[src/rtl/prbs_bcd_gen_if.sv]
// prbs_bcd_gen_if: control inputs and readout outputs of the PRBS generator.
// The driver uses the master modport and the generator uses the slave modport.
interface prbs_bcd_gen_if #(
  parameter int W      = 16,
  parameter int DIGITS = 5
);
  logic                  en;
  logic                  load;
  logic [W-1:0]          seed_in;
  logic [W-1:0]          lfsr_out;
  logic [4*DIGITS-1:0]   bcd_out;
  logic                  bcd_valid;
  logic                  busy;
  logic                  ovf;

  modport master (
    output en, load, seed_in,
    input  lfsr_out, bcd_out, bcd_valid, busy, ovf
  );

  modport slave (
    input  en, load, seed_in,
    output lfsr_out, bcd_out, bcd_valid, busy, ovf
  );
endinterface

[src/rtl/prbs_bcd_gen.sv]
// prbs_bcd_gen: W-bit Fibonacci LFSR with a sequential shift-and-add-3 BCD readout.
// Every LFSR change is flagged as pending. The converter snapshots the newest value
// whenever it is free, so ticks that arrive during a conversion coalesce.
module prbs_bcd_gen #(
  parameter int             W      = 16,
  parameter int             DIGITS = 5,
  parameter logic [W-1:0]   TAPS   = 16'hB400,
  parameter logic [W-1:0]   SEED   = 16'h0001
) (
  input  logic          clk,
  input  logic          rst,
  prbs_bcd_gen_if.slave bus
);
  localparam int BW = 4 * DIGITS;
  localparam int SW = BW + W;
  localparam int CW = $clog2(W + 1);

  typedef enum logic [1:0] {IDLE, CAPTURE, SHIFT, DONE} state_t;

  state_t        state;
  state_t        state_next;
  logic [W-1:0]  lfsr_q;
  logic [W-1:0]  lfsr_step;
  logic [W-1:0]  seed_safe;
  logic          lfsr_change;
  logic          pending_q;
  logic [SW-1:0] shift_q;
  logic [SW-1:0] shift_adj;
  logic [SW-1:0] shift_next;
  logic          carry_out;
  logic [CW-1:0] cnt_q;
  logic          ovf_acc_q;
  logic [BW-1:0] bcd_q;
  logic          ovf_q;
  logic          busy;
  logic          bcd_valid;
  logic          last_shift;

  assign lfsr_step   = {lfsr_q[W-2:0], ^(lfsr_q & TAPS)};
  assign seed_safe   = (bus.seed_in == '0) ? {{(W-1){1'b0}}, 1'b1} : bus.seed_in;
  assign lfsr_change = bus.load | bus.en;
  assign last_shift  = (state == SHIFT) && (cnt_q == CW'(1));

  // LFSR register: a seed load beats a tick, and a zero seed becomes 1 to avoid lock-up
  always_ff @(posedge clk) begin
    if (rst) begin
      lfsr_q <= SEED;
    end else if (bus.load) begin
      lfsr_q <= seed_safe;
    end else if (bus.en) begin
      lfsr_q <= lfsr_step;
    end
  end

  // Pending flag: set by any LFSR change and cleared when CAPTURE takes its snapshot
  always_ff @(posedge clk) begin
    if (rst) begin
      pending_q <= 1'b1;
    end else if (lfsr_change) begin
      pending_q <= 1'b1;
    end else if (state == CAPTURE) begin
      pending_q <= 1'b0;
    end
  end

  // One double-dabble step: add 3 to every digit >= 5, then shift left; the top bit leaving is overflow
  always_comb begin
    shift_adj = shift_q;
    for (int k = 0; k < DIGITS; k++) begin
      if (shift_q[W + 4*k +: 4] >= 4'd5) begin
        shift_adj[W + 4*k +: 4] = shift_q[W + 4*k +: 4] + 4'd3;
      end
    end
    carry_out  = shift_adj[SW-1];
    shift_next = {shift_adj[SW-2:0], 1'b0};
  end

  // Conversion datapath: load the snapshot in CAPTURE, then iterate once per SHIFT cycle
  always_ff @(posedge clk) begin
    if (rst) begin
      shift_q   <= '0;
      cnt_q     <= '0;
      ovf_acc_q <= 1'b0;
    end else begin
      case (state)
        CAPTURE: begin
          shift_q   <= {{BW{1'b0}}, lfsr_q};
          cnt_q     <= CW'(W);
          ovf_acc_q <= 1'b0;
        end
        SHIFT: begin
          shift_q   <= shift_next;
          cnt_q     <= cnt_q - CW'(1);
          ovf_acc_q <= ovf_acc_q | carry_out;
        end
        default: ;
      endcase
    end
  end

  // Result register: updated on the last shift so it is visible together with the DONE pulse
  always_ff @(posedge clk) begin
    if (rst) begin
      bcd_q <= '0;
      ovf_q <= 1'b0;
    end else if (last_shift) begin
      bcd_q <= shift_next[SW-1 -: BW];
      ovf_q <= ovf_acc_q | carry_out;
    end
  end

  // FSM state register
  always_ff @(posedge clk) begin
    if (rst) begin
      state <= IDLE;
    end else begin
      state <= state_next;
    end
  end

  // FSM next state: DONE goes straight back to CAPTURE when a newer value is waiting
  always_comb begin
    state_next = state;
    case (state)
      IDLE:    if (pending_q) state_next = CAPTURE;
      CAPTURE: state_next = SHIFT;
      SHIFT:   if (cnt_q == CW'(1)) state_next = DONE;
      DONE:    state_next = pending_q ? CAPTURE : IDLE;
      default: state_next = IDLE;
    endcase
  end

  // FSM outputs: busy covers CAPTURE and every SHIFT cycle, and valid is the single DONE cycle
  always_comb begin
    busy      = 1'b0;
    bcd_valid = 1'b0;
    case (state)
      CAPTURE, SHIFT: busy = 1'b1;
      DONE:           bcd_valid = 1'b1;
      default: ;
    endcase
  end

  assign bus.lfsr_out  = lfsr_q;
  assign bus.bcd_out   = bcd_q;
  assign bus.ovf       = ovf_q;
  assign bus.busy      = busy;
  assign bus.bcd_valid = bcd_valid;
endmodule

[src/flat_wrapper.sv]
// flat-port wrapper written by rule: the top's interface ports become plain ports
module prbs_bcd_gen_flat 
#(
  parameter int             W      = 16,
  parameter int             DIGITS = 5,
  parameter logic [W-1:0]   TAPS   = 16'hB400,
  parameter logic [W-1:0]   SEED   = 16'h0001
)
  (clk, rst, bus_en, bus_load, bus_seed_in, bus_lfsr_out, bus_bcd_out, bus_bcd_valid, bus_busy, bus_ovf);
  prbs_bcd_gen_if #(.W(W), .DIGITS(DIGITS)) bus_i ();
  input  logic clk;
  input  logic rst;
  input wire logic [$bits(bus_i.en)-1:0] bus_en;
  input wire logic [$bits(bus_i.load)-1:0] bus_load;
  input wire logic [$bits(bus_i.seed_in)-1:0] bus_seed_in;
  output wire logic [$bits(bus_i.lfsr_out)-1:0] bus_lfsr_out;
  output wire logic [$bits(bus_i.bcd_out)-1:0] bus_bcd_out;
  output wire logic [$bits(bus_i.bcd_valid)-1:0] bus_bcd_valid;
  output wire logic [$bits(bus_i.busy)-1:0] bus_busy;
  output wire logic [$bits(bus_i.ovf)-1:0] bus_ovf;
  assign bus_i.en = bus_en;
  assign bus_i.load = bus_load;
  assign bus_i.seed_in = bus_seed_in;
  assign bus_lfsr_out = bus_i.lfsr_out;
  assign bus_bcd_out = bus_i.bcd_out;
  assign bus_bcd_valid = bus_i.bcd_valid;
  assign bus_busy = bus_i.busy;
  assign bus_ovf = bus_i.ovf;
  prbs_bcd_gen #(.W(W), .DIGITS(DIGITS), .TAPS(TAPS), .SEED(SEED)) u_core (.clk(clk), .rst(rst), .bus(bus_i));
endmodule
[config.mk]
export PLATFORM = sky130hd
export DESIGN_NAME = prbs_bcd_gen_flat
export DESIGN_NICKNAME = d
export VERILOG_FILES = /design/src/rtl/prbs_bcd_gen_if.sv /design/src/rtl/prbs_bcd_gen.sv /design/src/flat_wrapper.sv
export SDC_FILE = /design/constraint.sdc
export NUM_CORES = 1
export LEC_CHECK = 0
export CELL_PAD_IN_SITES_DETAIL_PLACEMENT = 2
export CELL_PAD_IN_SITES_GLOBAL_PLACEMENT = 2
export CORE_MARGIN = 2
export CORE_UTILIZATION = 26
export CTS_CLUSTER_SIZE = 24
export DETAILED_ROUTE_END_ITERATION = 16
export GPL_TIMING_DRIVEN = 1
export PLACE_DENSITY = 0.62
export SYNTH_ARGS = -nofsm -noshare
export SYNTH_HDL_FRONTEND = slang
export SYNTH_SLANG_ARGS = --single-unit
export TNS_END_PERCENT = 50
[constraint.sdc]
create_clock -name clk -period 3.3 [get_ports clk]
set_input_delay 0.33 -clock clk [delete_from_list [all_inputs] [get_ports clk]]
set_output_delay 0.33 -clock clk [all_outputs]
set_load 0.02 [all_outputs]
==> impl_metrics.toml <==
[synthesis]
avgSynthCellArea_um2 = 8.977
synth_area_um2 = 3950
synthXorXnorAreaFrac_pct = 1.774
ys_seq_elements = 82
synth-edff-count = 0
ys_types = 41
synthMuxAreaShare_pct = 9.534
synth_fp_nets = 477
synth_cells = 440
synth-main-ff-cell = "dfxtp_1"
synthAdderAreaFrac_pct = 5.385
synth_top_family_by_area = "compound AO/OA/AOI/OAI gates"
synth-seq-area-share_pct = 41.56
synth_compound_area_share_pct = 20.15
async_flop_share_pct = 0
yosysWarnings = 0
yosys.area_share.simple_pct = 15.52

[route]
vias = 3400
wl_mm = 11.47
postRouteAntennaNets = 0
drc = 0
drt_pass1_iterations = 4
via_per_inst = 5.015
drt-initial-drc-count = 88
wl_per_cell_um = 16.92

[clock_network]
cts_sinks = 82
cts_setup_buffers = 0
holdBufCountCts = 0
ctsResizeCount = 0
clock_latency_ps = 350
cts_max_path_buffers = 2
clk_pin_slew_ps = 60
cts_tree = "built"
htree_levels = 3
clockRootBuffer = "clkbuf_16"
cts_buffers = 9

[place]
place_congestion = 0.7449
port_buffers = 58
dp_hpwl_mm = 8.018
pre_cts_slack_ps = 989.9
dp.cells = 662

[sta]
slew_viol_final = 0
tightest_slew_ps = 1137
whs_ps = 480.7
rsz0062_at_grt = "no"
finalHoldViolations = 0
fin_crit_ps = 2477
slew-limit-headroom_pct = 23.95
max_freq_ghz = 0.4037
finalSetupViolations = 0
tns_ps = 0
final.period_utilization_pct = 75.06
skew_ps = 9.616
fin_ws_ps = 822.9

[critical_path]
endpoint = "bus_busy"
worstPathCellList = "inv_1, ha_1, buf_4, clkdlybuf4s50_1"
critPathMaxFanout = 14
startpoint_type = "flip-flop"
r2r_slack_ps = 1080
required_ps = 2970
crit_start = "u_core.state[1]"
regToRegEndpoint = "u_core.bus.bcd_out[0]"
crit_slowest_cell = "clkdlybuf4s50_1"
timing.rr.start = "u_core.state[0]"
reg2regPathDepth = 6
max_stage_delay_ps = 650
worstSetupEndpointType = "primary output"
arrival_ps = 2150
critPathKind = "flip-flop to primary output"

[cells_and_area]
area_growth_pct = 26.07
final_common_cell = "dfxtp_1"
layout_common_cells = "82 x dfxtp_1, 73 x nor2_1, 57 x clkdlybuf4s50_1"
drive_gt1_share_pct = 8.980
antenna_cells = 0
stdcell_count = 678
fillers = 1703
fin_nets = 522

[floorplanning]
die-area_um2 = 16190
row_count = 45
core_area_um2 = 15030
pin_count = 59
start_util_pct = 26.28
die_h_um = 127.3
die_w_um = 127.3

[global_routing]
grt_pass1_vias = 3726
grt_pass1_wl_mm = 19.31
grt.overflow.total = 0
grt_usage_pct = 14.98
grt_max_degree = 37
antenna_found_initial = 0

[power]
cellPowerDensity_nw_per_um2 = 625.2
finalPower_mw = 3.113
p_leak_nw = 1.685
ir_drop_mv = 0.2546

[flow_run]
drv_cap = 0

[hold_path]
hold_depth = 2
hp-class = "flip-flop to flip-flop"

[run_status]
status = "finished, final reports clean"
## power by group
group	leakage [nW]	total [mW]	switching [mW]	internal (mW)
logic	0.861	0.837	0.514	0.323
registers	0.668	1.18	0.0788	1.10
clock network	0.156	1.10	0.420	0.681
## routing by layer
layer	wire [um]	GRT usage, %	up-vias
li1	-	-	1645
met1	5330	18.50	1696
met2	5694	26.38	47
met3	310	3.308	12
met4	134	4.072	0
met5	0	0	-
## cells in the mapped netlist, types with 2 or more instances
library cell,number,share of area [%]
a32oi_1,5,1.1
buf_6,2,0.57
inv_1,22,2.1
nand2_1,11,1.0
o32ai_1,10,2.2
nor2b_1,5,0.79
xnor2_1,7,1.6
nand3_1,3,0.38
buf_4,4,0.76
dfxtp_1,82,42
nor2_1,73,6.9
nor3_1,8,1.0
a211oi_1,17,3.2
a211oi_2,9,2.9
nor4_1,3,0.48
nand2b_1,12,1.9
mux2i_1,32,8.1
and2_1,5,0.79
ha_1,17,5.4
o21ai_0,13,1.6
o31ai_1,5,0.95
clkbuf_1,19,1.8
a221oi_1,2,0.44
o21ba_2,4,1.0
a21oi_1,31,3.9
mux2_2,5,1.4
o22ai_1,10,1.6
buf_2,6,0.76
nor3b_1,6,1.1
## logic make-up after synthesis
| kind of cell | after synthesis |
|---|---|
| AOI/OAI and AO/OA | 111 |
| adders and majority gates | 17 |
| buffers and inverters | 54 |
| muxes | 37 |
| DFF | 82 |
| and+or+nand+nor | 131 |
| xor gates and xnor gates | 8 |
## area by class of cell
type	instances	area (um^2)	area share, %
clock buffer	11	242.7	4.874
clock inverter	5	77.57	1.558
inverter	23	86.33	1.734
multi-input combinational	304	2068	41.53
sequential	82	1642	32.96
tap	188	235.2	4.724
timing repair buffer	65	628.1	12.61
## how the worst min path moves through the flow
stage	startpoint	endpoint	slack, ps
after floorplan	u_core.shift_q[0]	u_core.shift_q[0]	430
after global placement	u_core.shift_q[0]	u_core.shift_q[0]	450
after detailed placement	u_core.shift_q[0]	u_core.shift_q[0]	470
after CTS	u_core.shift_q[0]	u_core.shift_q[0]	480
after global routing	u_core.bus.bcd_out[10]	u_core.bus.bcd_out[10]	510
final	u_core.shift_q[0]	u_core.shift_q[0]	480
## flip-flops by register name (all words and copies together), names as in the netlist
| register | flops |
|---|---|
| u_core.shift_q | 36 |
| u_core.bus.bcd_out | 20 |
| u_core.bus.lfsr_out | 16 |
| u_core.cnt_q | 5 |
| u_core.state | 2 |
| u_core.bus.ovf | 1 |
| u_core.ovf_acc_q | 1 |
| u_core.pending_q | 1 |
## critical path, delay by kind of cell (launching register included)
| family | cells | cell delay, ps |
|---|---|---|
| flops | 1 | 400 |
| fa+ha+maj | 1 | 390 |
| buf+inv | 3 | 1020 |
## metrics by stage
| step | instance area [um^2] | utilization (%) |
|---|---|---|
| global placement | 4659 | 30.99 |
| detailed placement | 4659 | 30.99 |
| global route | 4980 | 33.13 |
| CTS | 4980 | 33.13 |
| finish | 4980 | 33.13 |
| floorplan | 3950 | - |
No activity file was read; power rests on OpenSTA's default activity.
